**src/rtl/seg_scan_decoder.sv**
```systemverilog
// rtl/seg_scan_decoder.sv - captures a multiplexed active-low 7-seg bus back into 4-bit codes
module seg_scan_decoder #(
  parameter int STABLE_CYCLES  = 4,
  parameter int TIMEOUT_CYCLES = 65535
) (
  input  logic        clk,
  input  logic        rst,
  input  logic [6:0]  seg,
  input  logic [3:0]  an,
  output logic [15:0] digits,
  output logic [3:0]  valid,
  output logic        upd,
  output logic [1:0]  upd_idx,
  output logic        err
);

  localparam logic [7:0]  STABLE_MAX = 8'(STABLE_CYCLES);
  localparam logic [15:0] AGE_LIMIT  = 16'(TIMEOUT_CYCLES);

  logic [3:0]  an_m, an_s;
  logic [6:0]  seg_m, seg_s;
  logic [7:0]  cnt;
  logic [15:0] age [4];

  logic        changed, capture, one_hot, blank;
  logic [1:0]  idx;
  logic [4:0]  dec;

  // Returns {legal, code}; legal = 0 for any pattern outside the 16-entry table.
  function automatic logic [4:0] decode(input logic [6:0] p);
    case (p)
      7'b0000001: decode = {1'b1, 4'h0};
      7'b1001111: decode = {1'b1, 4'h1};
      7'b0010010: decode = {1'b1, 4'h2};
      7'b0000110: decode = {1'b1, 4'h3};
      7'b1001100: decode = {1'b1, 4'h4};
      7'b0100100: decode = {1'b1, 4'h5};
      7'b0100000: decode = {1'b1, 4'h6};
      7'b0001111: decode = {1'b1, 4'h7};
      7'b0000000: decode = {1'b1, 4'h8};
      7'b0000100: decode = {1'b1, 4'h9};
      7'b0001000: decode = {1'b1, 4'hA};
      7'b1100000: decode = {1'b1, 4'hB};
      7'b0110001: decode = {1'b1, 4'hC};
      7'b1000010: decode = {1'b1, 4'hD};
      7'b1111111: decode = {1'b1, 4'hE};
      7'b0011000: decode = {1'b1, 4'hF};
      default:    decode = 5'b0_0000;
    endcase
  endfunction

  always_comb begin
    changed = {an_m, seg_m} != {an_s, seg_s};
    // cnt only passes through STABLE_MAX-1 once per episode, so this fires once.
    capture = !changed && (cnt == STABLE_MAX - 8'd1);
    blank   = (an_s == 4'b1111);
    dec     = decode(seg_s);
    one_hot = 1'b1;
    idx     = 2'd0;
    case (an_s)
      4'b1110: idx = 2'd0;
      4'b1101: idx = 2'd1;
      4'b1011: idx = 2'd2;
      4'b0111: idx = 2'd3;
      default: one_hot = 1'b0;
    endcase
  end

  always_ff @(posedge clk or posedge rst) begin
    if (rst) begin
      an_m    <= 4'b1111;
      an_s    <= 4'b1111;
      seg_m   <= 7'b1111111;
      seg_s   <= 7'b1111111;
      cnt     <= 8'd0;
      digits  <= 16'hEEEE;
      valid   <= 4'b0000;
      upd     <= 1'b0;
      err     <= 1'b0;
      upd_idx <= 2'd0;
      for (int i = 0; i < 4; i++) age[i] <= 16'd0;
    end else begin
      an_m  <= an;
      an_s  <= an_m;
      seg_m <= seg;
      seg_s <= seg_m;

      if (changed)                cnt <= 8'd0;
      else if (cnt != STABLE_MAX) cnt <= cnt + 8'd1;

      upd <= 1'b0;
      err <= 1'b0;

      for (int i = 0; i < 4; i++) begin
        if (capture && one_hot && idx == 2'(i)) begin
          age[i] <= 16'd0;
        end else begin
          if (age[i] != 16'hFFFF) age[i] <= age[i] + 16'd1;
          if (age[i] == AGE_LIMIT - 16'd1) begin
            valid[i]         <= 1'b0;
            digits[4*i +: 4] <= 4'hE;
          end
        end
      end

      // Placed after the timeout loop so a same-edge capture overrides the blanking.
      if (capture) begin
        if (one_hot) begin
          upd_idx <= idx;
          if (dec[4]) begin
            digits[4*idx +: 4] <= dec[3:0];
            valid[idx]         <= 1'b1;
            upd                <= 1'b1;
          end else begin
            valid[idx] <= 1'b0;
            err        <= 1'b1;
          end
        end else if (!blank) begin
          err <= 1'b1;
        end
      end
    end
  end

endmodule

```
**config.mk**
```make
export PLATFORM = sky130hd
export DESIGN_NAME = seg_scan_decoder
export DESIGN_NICKNAME = d
export VERILOG_FILES = /design/src/rtl/seg_scan_decoder.sv
export SDC_FILE = /design/constraint.sdc
export NUM_CORES = 1
export LEC_CHECK = 0
export BUFFER_PORTS_ARGS = -buffer_cell sky130_fd_sc_hd__buf_4
export CELL_PAD_IN_SITES_DETAIL_PLACEMENT = 1
export CELL_PAD_IN_SITES_GLOBAL_PLACEMENT = 1
export CORE_MARGIN = 3
export CORE_UTILIZATION = 52
export DETAILED_ROUTE_END_ITERATION = 16
export PLACE_DENSITY = 0.9
export SYNTH_ARGS = -nofsm -noshare
export SYNTH_HDL_FRONTEND = slang
export SYNTH_SLANG_ARGS = --single-unit
```
**constraint.sdc**
```tcl
create_clock -name clk -period 6.28 [get_ports clk]
set_clock_uncertainty 0.05 [all_clocks]
set_input_delay 0 -clock clk [delete_from_list [all_inputs] [get_ports clk]]
set_output_delay 0 -clock clk [all_outputs]
set_load 0.02 [all_outputs]
```
==> impl_metrics.json <==
{
  "status": "finished, final reports clean",
  "place_hpwl_um": 10600,
  "place_ws_ns": 3.207,
  "worstPathRequired_ns": 6.58,
  "path_cells": "xnor2_1 -> nand4_1 -> nor3_2 -> and3_1 -> a21oi_1 -> o21ai_1",
  "ant_nets": 0,
  "port_buffers": 36,
  "nets": 699,
  "grt_pass1_vias": 5516,
  "gp_congestion": 0.8130,
  "synth_simple_gate_area_share_pct": 25.89,
  "dr_wl_met3_um": 608,
  "die_w_um": 114.4,
  "power.total_w": 0.001881,
  "r2r-start": "seg_s[5]",
  "dp.cells": 781,
  "yosys.area.top_type": "dfrtp_1",
  "hp-start": "seg[3]",
  "fin_util_pct": 64.24,
  "cts.path.max_buffers": 2,
  "crit_buf_inv": 0,
  "drc": 0,
  "finalCriticalPeriod_ns": 3.252,
  "hold-path-endpoint": "seg_m[3]",
  "grt_max_degree": 70,
  "vias": 4900,
  "worst_r2r_endpoint": "digits[0]",
  "hp-class": "input pin to flip-flop",
  "wl_per_cell_um": 21.21,
  "dr.pass1.iters": 4,
  "drive_gt1_share_pct": 17.08,
  "clkTransAtPathRegs_ns": 0.06,
  "drt-met1-wl_um": 6961,
  "initial_core_util_pct": 54.67,
  "area_delta_synth_final_pct": 17.51,
  "highest_layer": "met4",
  "layout.cells.non_filler": 825,
  "ys_async_sr_fraction_pct": 100.0,
  "rsz0062_at_grt": "no",
  "grt_first_pass_wirelength_um": 29010,
  "start_kind": "flip-flop",
  "worstSetupPathType": "flip-flop to flip-flop",
  "yosys_warnings": 0,
  "io_pins": 37,
  "ir_drop_v": 0.0002789,
  "crit_slowest_cell": "nor3_2",
  "drt_iter0_drc": 344,
  "worst_path_largest_cell_delay_ns": 0.82,
  "finalWirelength_um": 17500,
  "synth_cells": 628,
  "hold_viol_final": 0,
  "ys_seq_area_share_pct": 49.04,
  "syn_nets": 655,
  "synth_top_family_by_area": "simple AND/OR/NAND/NOR gates",
  "setup_viol": 0,
  "yosysMostFrequentCell": "nor2_1",
  "leakagePower_nw": 3.153,
  "slew_headroom_pct": 17.21,
  "worstHoldPathCells": 2,
  "max_freq_mhz": 307.5,
  "tritoncts": "yes",
  "reg2regPathDepth": 6,
  "cts_sinks": 118,
  "finalMaxSlewViolations": 0,
  "tightest_slew_ns": 1.235,
  "synth_edf_count": 0,
  "core_um2": 11170,
  "worst_ep_arrival_time_ns": 3.55,
  "final.period_utilization_pct": 51.79,
  "track_usage_pct": 28.74,
  "yosysTopAreaCellShare_pct": 34.41,
  "met2_length_um": 9299,
  "n_fill_cell": 1212,
  "antenna_found_initial": 0,
  "fin_setup_tns_ns": 0,
  "setup_ws_ns": 3.028,
  "die-area_um2": 13080,
  "clk_latency_ns": 0.44,
  "syn-cell-area_um2": 6108,
  "ys_types": 60,
  "h-tree-depth": 4,
  "yosys-top-cells-count": "nor2_1 (94), dfrtp_1 (84), nand2_1 (53), nand3_1 (43), xnor2_1 (39)",
  "crit_family": "simple AND/OR/NAND/NOR gates",
  "cts_root_buf": "clkbuf_16",
  "synthAdderAreaFrac_pct": 2.868,
  "synth_compound_area_share_pct": 7.845,
  "cp_max_fo": 20,
  "synth_area_per_cell_um2": 9.727,
  "synth_xor_area_share_pct": 10.18,
  "die_height_um": 114.4,
  "synth_flop_cell": "dfrtp_1",
  "cp-end-kind": "flip-flop",
  "rows": 38,
  "cts_made_buffers": 17,
  "synth_mux_area_share_pct": 0.6555,
  "yosys_register_bits": 118,
  "grt_overflow_total": 0,
  "n_antenna_cell": 0,
  "drv_cap": 0,
  "crit_cells": 6,
  "powerDensity_nw_per_um2": 262.1,
  "ff2ff_setup_slack_ns": 3.03,
  "synth.area.top_cells": "dfrtp_1 (34%), dfstp_2 (15%), nor2_1 (5.8%), xnor2_1 (5.6%), xor2_1 (4.6%)",
  "routed_via_density": 5.939
}
==> where the power goes <==
group / switching, W / internal (W) / total [W]
Combinational: 0.0000405 / 0.0000260 / 0.0000665
Sequential: 0.0000177 / 0.000775 / 0.000793
Clock: 0.000356 / 0.000666 / 0.00102
Total: 0.000414 / 0.00147 / 0.00188
==> metrics by stage <==
step / cell area (µm²) / hold WS [ns]
after floorplan: 6108 / -0.04552
after global placement: 6427 / 0.05859
after detailed placement: 6427 / 0.06089
after CTS: 7178 / 0.1631
after global routing: 7178 / 0.1784
final: 7178 / 0.1624
==> repair_timing <==
item / in CTS / in global routing
setup buffers: 0 / 0
setup endpoints to repair: 0 / 0
resized for setup: 0 / 0
hold buffers: 12 / 0
endpoints found under the hold margin: 55 / 0
==> state kept, by name, summed over array words and instances, names as in the netlist <==
register  cells
age          64
an_m          4
an_s          4
cnt           8
digits       16
err           1
seg_m         7
seg_s         7
upd           1
upd_idx       2
valid         4
==> area by class of cell <==
cell class | count | area, µm² | share of cell area [%]
clock buffer | 27 | 576.8 | 8.036
clock inverter | 5 | 53.80 | 0.7495
inverter | 19 | 73.82 | 1.028
multi-input combinational | 466 | 2898 | 40.37
sequential | 118 | 2995 | 41.73
tap | 140 | 175.2 | 2.440
timing repair buffer | 50 | 405.4 | 5.648
==> how the worst max path moves through the flow <==
stage | to | slack (ns) | start
after global placement | digits[10] | 3.33 | seg_s[5]
after detailed placement | digits[8] | 3.21 | seg_s[5]
after global routing | digits[0] | 2.81 | seg_s[5]
after floorplan | age[0] | 3.16 | rst
after CTS | digits[0] | 3.09 | seg_s[5]
final | digits[0] | 3.03 | seg_s[5]
==> cells in the final DEF (no fill, tap or decap), drive strengths merged, types with 24 or more instances in the layout <==
cell type and n:
dfstp 34, clkbuf 27, nand4 25, xor2 32
buf 38, nor2 94, and3 24, dfrtp 84
nand2 53, xnor2 39, nand3 43
==> cells by family after synthesis <==
kind of cell,after synthesis
multiplexers,4
adder cells (fa/ha/maj),14
XOR/XNOR,71
buffers and inverters,44
AO/OA/AOI/OAI,70
AND/OR/NAND/NOR,307
flip-flops,118
==> per-layer routing <==
metal / global-route usage, % / vias up
met4: 15.04 / 0
met3: 6.395 / 48
met5: 0 / -
met2: 50.64 / 103
li1: - / 2269
met1: 32.33 / 2480
No activity file was read; power rests on OpenSTA's default activity.
